[src/rtl/cpu_pkg.sv]
// Shared definitions for the cpu / DMA memory arbiter: default bus widths,
// read-owner encodings, requester IDs and the arbitration counter width.
package cpu_pkg;

  localparam int AW_DEF = 16;
  localparam int DW_DEF = 8;

  // Width of the starvation and burst counters (limits range 1-15).
  localparam int CNT_W = 4;

  // Who issued the read whose data appears on mem_rdata this cycle.
  typedef enum logic [1:0] {
    RD_NONE = 2'b00,
    RD_CPU  = 2'b01,
    RD_DMA  = 2'b10
  } rd_owner_e;

  // Requester IDs as seen by the grant logic.
  localparam logic REQ_ID_CPU = 1'b0;
  localparam logic REQ_ID_DMA = 1'b1;

  // Convert an integer parameter into a counter-width limit value.
  function automatic logic [CNT_W-1:0] cnt_limit(input int value);
    return CNT_W'(value);
  endfunction

endpackage

[src/rtl/arb_sat_counter.sv]
// Small saturating up-counter with synchronous clear, used by the arbiter
// for both the cpu-streak (starvation) and DMA-streak (burst) counts.
module arb_sat_counter
  import cpu_pkg::*;
#(
  parameter int W = CNT_W
) (
  input  logic         clk,
  input  logic         rst,
  input  logic         clr,
  input  logic         inc,
  input  logic [W-1:0] limit,
  output logic [W-1:0] cnt_q
);

  logic [W-1:0] cnt_d;

  // Next count: clear wins over increment; increment stops at the limit.
  always_comb begin
    cnt_d = cnt_q;
    if (clr) begin
      cnt_d = '0;
    end else if (inc && (cnt_q < limit)) begin
      cnt_d = cnt_q + 1'b1;
    end
  end

  // Count register with synchronous active-high reset.
  always_ff @(posedge clk) begin
    if (rst) begin
      cnt_q <= '0;
    end else begin
      cnt_q <= cnt_d;
    end
  end

endmodule

[src/rtl/bus_arbiter.sv]
// Two-requester arbiter in front of a single-port synchronous memory.
// The cpu normally wins; a starvation counter forces the DMA engine in after
// STARVE_MAX consecutive cpu grants, and a burst counter hands the bus back
// to the cpu after DMA_BURST consecutive forced DMA grants.
module bus_arbiter
  import cpu_pkg::*;
#(
  parameter int AW         = AW_DEF,
  parameter int DW         = DW_DEF,
  parameter int STARVE_MAX = 4,
  parameter int DMA_BURST  = 2
) (
  input  logic          CLK,
  input  logic          R,
  input  logic          cpu_req,
  input  logic          cpu_we,
  input  logic [AW-1:0] cpu_addr,
  input  logic [DW-1:0] cpu_wdata,
  output logic          cpu_rdy,
  output logic [DW-1:0] cpu_rdata,
  input  logic          dma_req,
  input  logic          dma_we,
  input  logic [AW-1:0] dma_addr,
  input  logic [DW-1:0] dma_wdata,
  output logic          dma_gnt,
  output logic [DW-1:0] dma_rdata,
  output logic          dma_rvalid,
  output logic [AW-1:0] mem_addr,
  output logic          mem_we,
  output logic [DW-1:0] mem_wdata,
  input  logic [DW-1:0] mem_rdata
);

  localparam logic [CNT_W-1:0] STARVE_LIM = cnt_limit(STARVE_MAX);
  localparam logic [CNT_W-1:0] BURST_LIM  = cnt_limit(DMA_BURST);

  logic [CNT_W-1:0] starve_cnt_q;
  logic [CNT_W-1:0] burst_cnt_q;
  rd_owner_e        rd_owner_q;
  rd_owner_e        rd_owner_d;

  logic force_dma;
  logic dma_win;
  logic cpu_win;
  logic winner_id;

  // Grant decision. A forced DMA turn starts when the cpu has starved the DMA
  // engine for STARVE_MAX grants and carries on while the burst is still
  // below DMA_BURST, so the DMA engine gets a real burst even though its
  // first grant clears the starvation count. Nothing is granted in reset.
  always_comb begin
    force_dma = ((starve_cnt_q == STARVE_LIM) || (burst_cnt_q != '0)) &&
                (burst_cnt_q < BURST_LIM);
    dma_win   = !R && dma_req && (!cpu_req || force_dma);
    cpu_win   = !R && cpu_req && !dma_win;
    winner_id = dma_win ? REQ_ID_DMA : REQ_ID_CPU;
  end

  // Memory port mux and requester handshakes. The cpu side owns the address
  // bus whenever the DMA engine is not granted; its write strobe is only
  // passed through on a real cpu grant.
  always_comb begin
    dma_gnt   = dma_win;
    cpu_rdy   = !dma_win;
    mem_addr  = cpu_addr;
    mem_wdata = cpu_wdata;
    mem_we    = cpu_win && cpu_we;
    if (winner_id == REQ_ID_DMA) begin
      mem_addr  = dma_addr;
      mem_wdata = dma_wdata;
      mem_we    = dma_we;
    end
    cpu_rdata  = mem_rdata;
    dma_rdata  = mem_rdata;
    dma_rvalid = !R && (rd_owner_q == RD_DMA);
  end

  // Tag the read issued this cycle so the returning data can be steered.
  always_comb begin
    rd_owner_d = RD_NONE;
    if (dma_win && !dma_we) begin
      rd_owner_d = RD_DMA;
    end else if (cpu_win && !cpu_we) begin
      rd_owner_d = RD_CPU;
    end
  end

  // Read-owner register; reset drops any read still in flight.
  always_ff @(posedge CLK) begin
    if (R) begin
      rd_owner_q <= RD_NONE;
    end else begin
      rd_owner_q <= rd_owner_d;
    end
  end

  // Consecutive cpu grants while the DMA engine is waiting.
  arb_sat_counter #(
    .W(CNT_W)
  ) u_starve_cnt (
    .clk  (CLK),
    .rst  (R),
    .clr  (dma_win || !dma_req),
    .inc  (cpu_win && dma_req),
    .limit(STARVE_LIM),
    .cnt_q(starve_cnt_q)
  );

  // Consecutive DMA grants while the cpu is waiting.
  arb_sat_counter #(
    .W(CNT_W)
  ) u_burst_cnt (
    .clk  (CLK),
    .rst  (R),
    .clr  (cpu_win || !cpu_req),
    .inc  (dma_win && cpu_req),
    .limit(BURST_LIM),
    .cnt_q(burst_cnt_q)
  );

endmodule

[config.mk]
export PLATFORM = sky130hd
export DESIGN_NAME = bus_arbiter
export DESIGN_NICKNAME = d
export VERILOG_FILES = /design/src/rtl/cpu_pkg.sv /design/src/rtl/arb_sat_counter.sv /design/src/rtl/bus_arbiter.sv
export SDC_FILE = /design/constraint.sdc
export NUM_CORES = 1
export LEC_CHECK = 0
export ABC_AREA = 1
export ABC_CLOCK_PERIOD_IN_PS = 1900
export BUFFER_PORTS_ARGS = -buffer_cell sky130_fd_sc_hd__buf_2
export CORE_UTILIZATION = 33
export DETAILED_ROUTE_END_ITERATION = 8
export PLACE_DENSITY = 0.79
export SETUP_SLACK_MARGIN = 0.15
export SLEW_MARGIN = 10
export SYNTH_ARGS = -nofsm -noshare
export SYNTH_HDL_FRONTEND = slang
export SYNTH_SLANG_ARGS = --single-unit
[constraint.sdc]
create_clock -name CLK -period 1.9 [get_ports CLK]
set_input_delay 0.38 -clock CLK [delete_from_list [all_inputs] [get_ports CLK]]
set_output_delay 0.38 -clock CLK [all_outputs]
set_load 0.005 [all_outputs]
# --- Word level (Yosys, flattened, before mapping) ---
# Index checks and enable logic that the tools add are counted.
classes:
  addsub: 2
  order_cmp: 2
  n_eq_ne: 2
  muxes: 6
  n_reduce_logical: 27
op_table:
  columns: ["operator", "count"]
  rows:
  - ["$mux 16", 1]
  - ["$logic_and 1x1->1", 13]
  - ["$add 4x1->4 const B", 2]
  - ["$mux 8", 1]
  - ["$logic_not 1->1", 6]
  - ["$reduce_or 2->1", 3]
  - ["$eq 4x3->1 const B", 1]
  - ["$logic_or 1x1->1", 4]
  - ["$lt 4x2->1 const B", 1]
  - ["$lt 4x3->1 const B", 1]
  - ["$reduce_bool 4->1", 1]
  - ["$mux 1", 3]
  - ["$eq 2x2->1 const B", 1]
  - ["$mux 2", 1]
totals:
  register_bits: 10
  inputBits: 62
  elab_cells: 43

# --- Depth between registers and ports, before layout ---
depth:
  word_depth: 10
  mapped_depth: 11
  depth_no_buf: 10

# --- Cells and area by module ---
# Synthesis repeated with hierarchy kept, for this count alone.
hier_totals:
  cells_unflattened: 231
  area_unflattened_um2: 1298.7
by_module_without_submodules:
  columns: ["mod", "instances", "cells_each", "area_each_um2"]
  rows:
  - ["arb_sat_counter", 2, 52, 340.3]
  - ["bus_arbiter", 1, 127, 618.1]

# --- Worst setup path before layout ---
# Ideal clock, no wire load.
synth_path:
  path_type: "register to output"
  from: "register u_starve_cnt.cnt_q[0]"
  to: "output mem_addr[10]"
  arrival_time_ps: 1236
  path_slack_ps: 284
  path_stages_with_launch: 12
  cell_sequence: "dfxtp_1 > inv_1 > ha_1 > nand3_1 > nand2_1 > nand2_2 > nand2_2 > nand2_4 > buf_6 > buf_8 > nand2_1 > nand2_1"
synth_via:
  elab_chain_len: 7
synth_lines:
  columns: ["item", "line_no", "rtl"]
  rows:
  - ["start: declaration", "arb_sat_counter.sv:13", "output logic [W-1:0] cnt_q"]
  - ["start signal: assignment", "arb_sat_counter.sv:33", "cnt_q <= cnt_d;"]
  - ["$eq 4x3->1", "bus_arbiter.sv:52", "force_dma = ((starve_cnt_q == STARVE_LIM) || (burst_cnt_q != '0)) &&"]
  - ["$logic_or 1x1->1", "bus_arbiter.sv:52", null]
  - ["$logic_and 1x1->1", "bus_arbiter.sv:52", null]
  - ["$logic_or 1x1->1", "bus_arbiter.sv:54", "dma_win = !R && dma_req && (!cpu_req || force_dma);"]
  - ["$logic_and 1x1->1", "bus_arbiter.sv:54", null]
  - ["$mux 1", "bus_arbiter.sv:56", "winner_id = dma_win ? REQ_ID_DMA : REQ_ID_CPU;"]
  - ["$mux 16", "bus_arbiter.sv:68", "if (winner_id == REQ_ID_DMA) begin"]
  - ["end: declaration", "bus_arbiter.sv:28", "output logic [AW-1:0] mem_addr,"]
# Every way passes these cells.

# --- Final worst setup path ---
layout_path:
  from: "register u_starve_cnt.cnt_q[1]"
  to: "output mem_addr[11]"
# Same word-level chain as after synthesis.

==> results by group <==
CTS
  – Total CTS buffers: 3
  – Hold-fix buffers at CTS: 0
  – # clock sinks: 10
  – CTS tree: yes
  – Clk buf depth: 2
  – Clk slew on worst S/H paths: 0.07 ns
  – CTS H-tree depth: 1
  – Root Driver: clkbuf_4
  – Worst-Skew Late Latency: 0.27 ns

Cells and area
  – Layout Nets: 312
  – Commonest non-fill, non-tap cell in the layout: buf_2
  – Layout cells sized above 1: 64.9%
  – P&R area growth vs syn: 94.0%
  – Post-route cell area: 1780 um2
  – Most frequent cells in the layout: 74 x buf_2, 49 x nand2_1, 23 x nand2_2
  – Number of fill cells: ~190
  – Finished Layout Cells: 275
  – Ant diodes: 0

Logic synthesis
  – Unique masters post-synth: 21
  – Mux contribution to synthesized area: 0%
  – Predominant post-synthesis flop cell: dfxtp_1
  – Xor and xnor fraction of the mapped netlist area: 0%
  – Post-synth EDFFs: 0
  – Sequential-to-total area share from yosys stat: 21.8%
  – Post-Syn Nets: 223
  – Gate Count Post-Synth: 157
  – Compound-Gate Fraction of Synth Area: 2.99%
  – Syn avg cell area: 5.86 um2
  – Ys Warns: 0
  – Post-synth top area cell: nand2_1
  – Seq cells post-synth: 10
  – Mapped Area: 920 um2
  – Top cells by area, synth: nand2_1 32%, dfxtp_1 22%, buf_4 15%, ha_1 5.4%, inv_1 4.9%
  – Async SR Flop Fraction: 0%
  – Synth Area in Adders: 5.44%
  – Share of the synthesized area in the top cell type: about a third
  – Simple-gate area share of the yosys netlist: 45.3%
  – Main combinational cell family by area after synthesis: simple AND/OR/NAND/NOR gates

Global routing
  – GR Overflow Total: 0
  – Global-route wire length before repair: 3.69 mm
  – Vias in the first global route: 913
  – Initial antenna violation count: 0
  – Largest net degree at the start of global routing: 27
  – GRT Util Overall: between 15 and 20%

Outcome
  – Outcome: finished with violations
  – Failing checks: negative setup slack

Floorplanning
  – Row Count: 18
  – Die width: 54.8 um
  – Die Ht: 54.8 um
  – Core ar.: 2540 um2
  – Initial Util: 36.1%
  – I/O pin count: about 110
  – Die area: 3000 um2

Power
  – Leakage: 0.000984 uW
  – Switch share: between 30% and 40%
  – Comb pwr share: 42.3%
  – Psw: 228 uW
  – Power Dens Cells: 401 nW/um2
  – Power, Total: 715 uW
  – Int Pwr: 488 uW
  – Worst VDD drop: ~0.27 mV
  – Clock Power Share: between 20% and 30%
  – Reg power frac: 30.2%

Timing
  – Final hold vios: 0
  – Setup TNS: -2.84 ns
  – F_max: a little under 500 MHz
  – Period minus WS final: 2.08 ns
  – Final setup viols: 26
  – Post-route clock skew: 0.00705 ns
  – Pins Over Slew Limit: 0
  – Final setup margin: -0.177 ns
  – Final period util: 109%
  – RSZ-0062 raised after global routing: true

Job
  – Max-Cap Viols: 0

Placed design
  – Port buffer count: 81
  – DP HPWL: 1.91 mm
  – Number of cells after detailed placement: 250
  – Placer Congestion: 0.844
  – DP Area: around 1200 um2
  – Placement Setup Slack: 0.100 ns

Critical path
  – CP Data Arrival Time: 1.70 ns
  – Worst Setup EP: mem_addr[11]
  – Flop2flop setup slack: 0.06 ns
  – Crit. End Element: primary output
  – R2R cell count: 13
  – RR Startpoint: u_starve_cnt.cnt_q[0]$_SDFFE_PP0P_
  – WS Path Type: register to primary output
  – Reg-to-reg endpoint: u_starve_cnt.cnt_q[0]$_SDFFE_PP0P_
  – Crit path launch type: register
  – Required @ worst endpoint: ~1.5 ns
  – Max FO, Critical Path: 6
  – Critical Path Source: u_starve_cnt.cnt_q[1]$_SDFFE_PP0P_

Routing
  – Via count: 1375
  – First-pass iteration count of the detailed router: 4
  – Wire length per cell: 15.5 um
  – DRT iter0 DRCs: 32
  – Routed wire length: 4.27 mm
  – Vias per inst: 5.00
  – Final ANT Viol Nets: 0
  – DRC viols: 0

Hold path
  – Worst hold-check path type: input port to register
-- synth_stat cells (2+ instances only) --
| cell | n |
|---|---|
| nand2_2 | 3 |
| dfxtp_1 | 10 |
| nand4_1 | 2 |
| inv_1 | 12 |
| nand2_1 | 79 |
| buf_4 | 18 |
| nor2_1 | 12 |
| a21oi_1 | 3 |
| ha_1 | 4 |
| nand3_1 | 3 |
-- layer usage --
metal  track usage, %  routed length [um]  up-vias
met5                0                   0        -
met4             11.5                 176        0
met3             4.44                 366       23
met2             30.3                2270       93
met1             18.7                1460      629
li1                 -                   -      630
-- worst max-delay path, stage by stage (launching register included) --
cell       delay [ns]
dfxtp_2          0.33
inv_2            0.06
ha_4             0.14
nand3_4          0.07
nand2_4          0.09
nand2_4          0.07
nand2_8          0.11
nand2_8          0.09
clkbuf_16        0.19
nand2_1          0.08
nand2_1          0.07
buf_2            0.13
-- through the flow --
step,hold slack [ns],util (%)
after floorplan,0.417,-
after global placement,0.432,48.4
after detailed placement,0.449,48.4
after CTS,0.279,57.6
after global routing,0.287,70.1
final,0.289,70.1
-- state kept, by name, summed over array words and instances, names as in the netlist --
register,flops
rd_owner_q,2
u_starve_cnt.cnt_q,4
u_burst_cnt.cnt_q,4
-- cells by family after synthesis --
kind of cell,after synthesis
buffers and inverters,35
DFF,10
AOI/OAI and AO/OA,5
adders and majority gates,4
and+or+nand+nor,102
other,1
-- power by group through the flow --
stage	logic (uW)	clock network, uW	registers (uW)
global placement	182	0	221
floorplan	110	0	220
detailed placement	183	0	221
CTS	215	194	216
global route	329	212	217
finish	303	196	216
-- cell type report --
class                   count  area, um2  share of cell area, %
clock buffers               4       36.3                   2.03
inverters                  14       65.1                   3.65
multi-input cells         113        709                   39.8
flip-flops and latches     10        204                   11.4
well taps                  30       37.5                   2.10
repair buffers            103        716                   40.1
repair inverters            1       16.3                  0.912
-- timing repair --
item | CTS | global route
resized for setup | 21 | 60
cloned | 1 | 4
pin swaps | 5 | 20
endpoints found under the setup margin | 27 | 31
setup buffers | 14 | 2
-- how the worst min path moves through the flow --
stage | slack [ns] | depth (start not counted) | to | from
final | 0.29 | 2 | rd_owner_q[0]$_SDFF_PP0_ | cpu_we
after global routing | 0.29 | 2 | rd_owner_q[0]$_SDFF_PP0_ | cpu_we
after CTS | 0.28 | 2 | rd_owner_q[0]$_SDFF_PP0_ | cpu_we
after detailed placement | 0.45 | 2 | u_burst_cnt.cnt_q[2]$_SDFFE_PP0P_ | u_burst_cnt.cnt_q[2]$_SDFFE_PP0P_
after global placement | 0.43 | 1 | u_burst_cnt.cnt_q[0]$_SDFFE_PP0P_ | u_burst_cnt.cnt_q[0]$_SDFFE_PP0P_
after floorplan | 0.42 | 1 | u_burst_cnt.cnt_q[0]$_SDFFE_PP0P_ | u_burst_cnt.cnt_q[0]$_SDFFE_PP0P_
No activity file was read; power rests on OpenSTA's default activity.
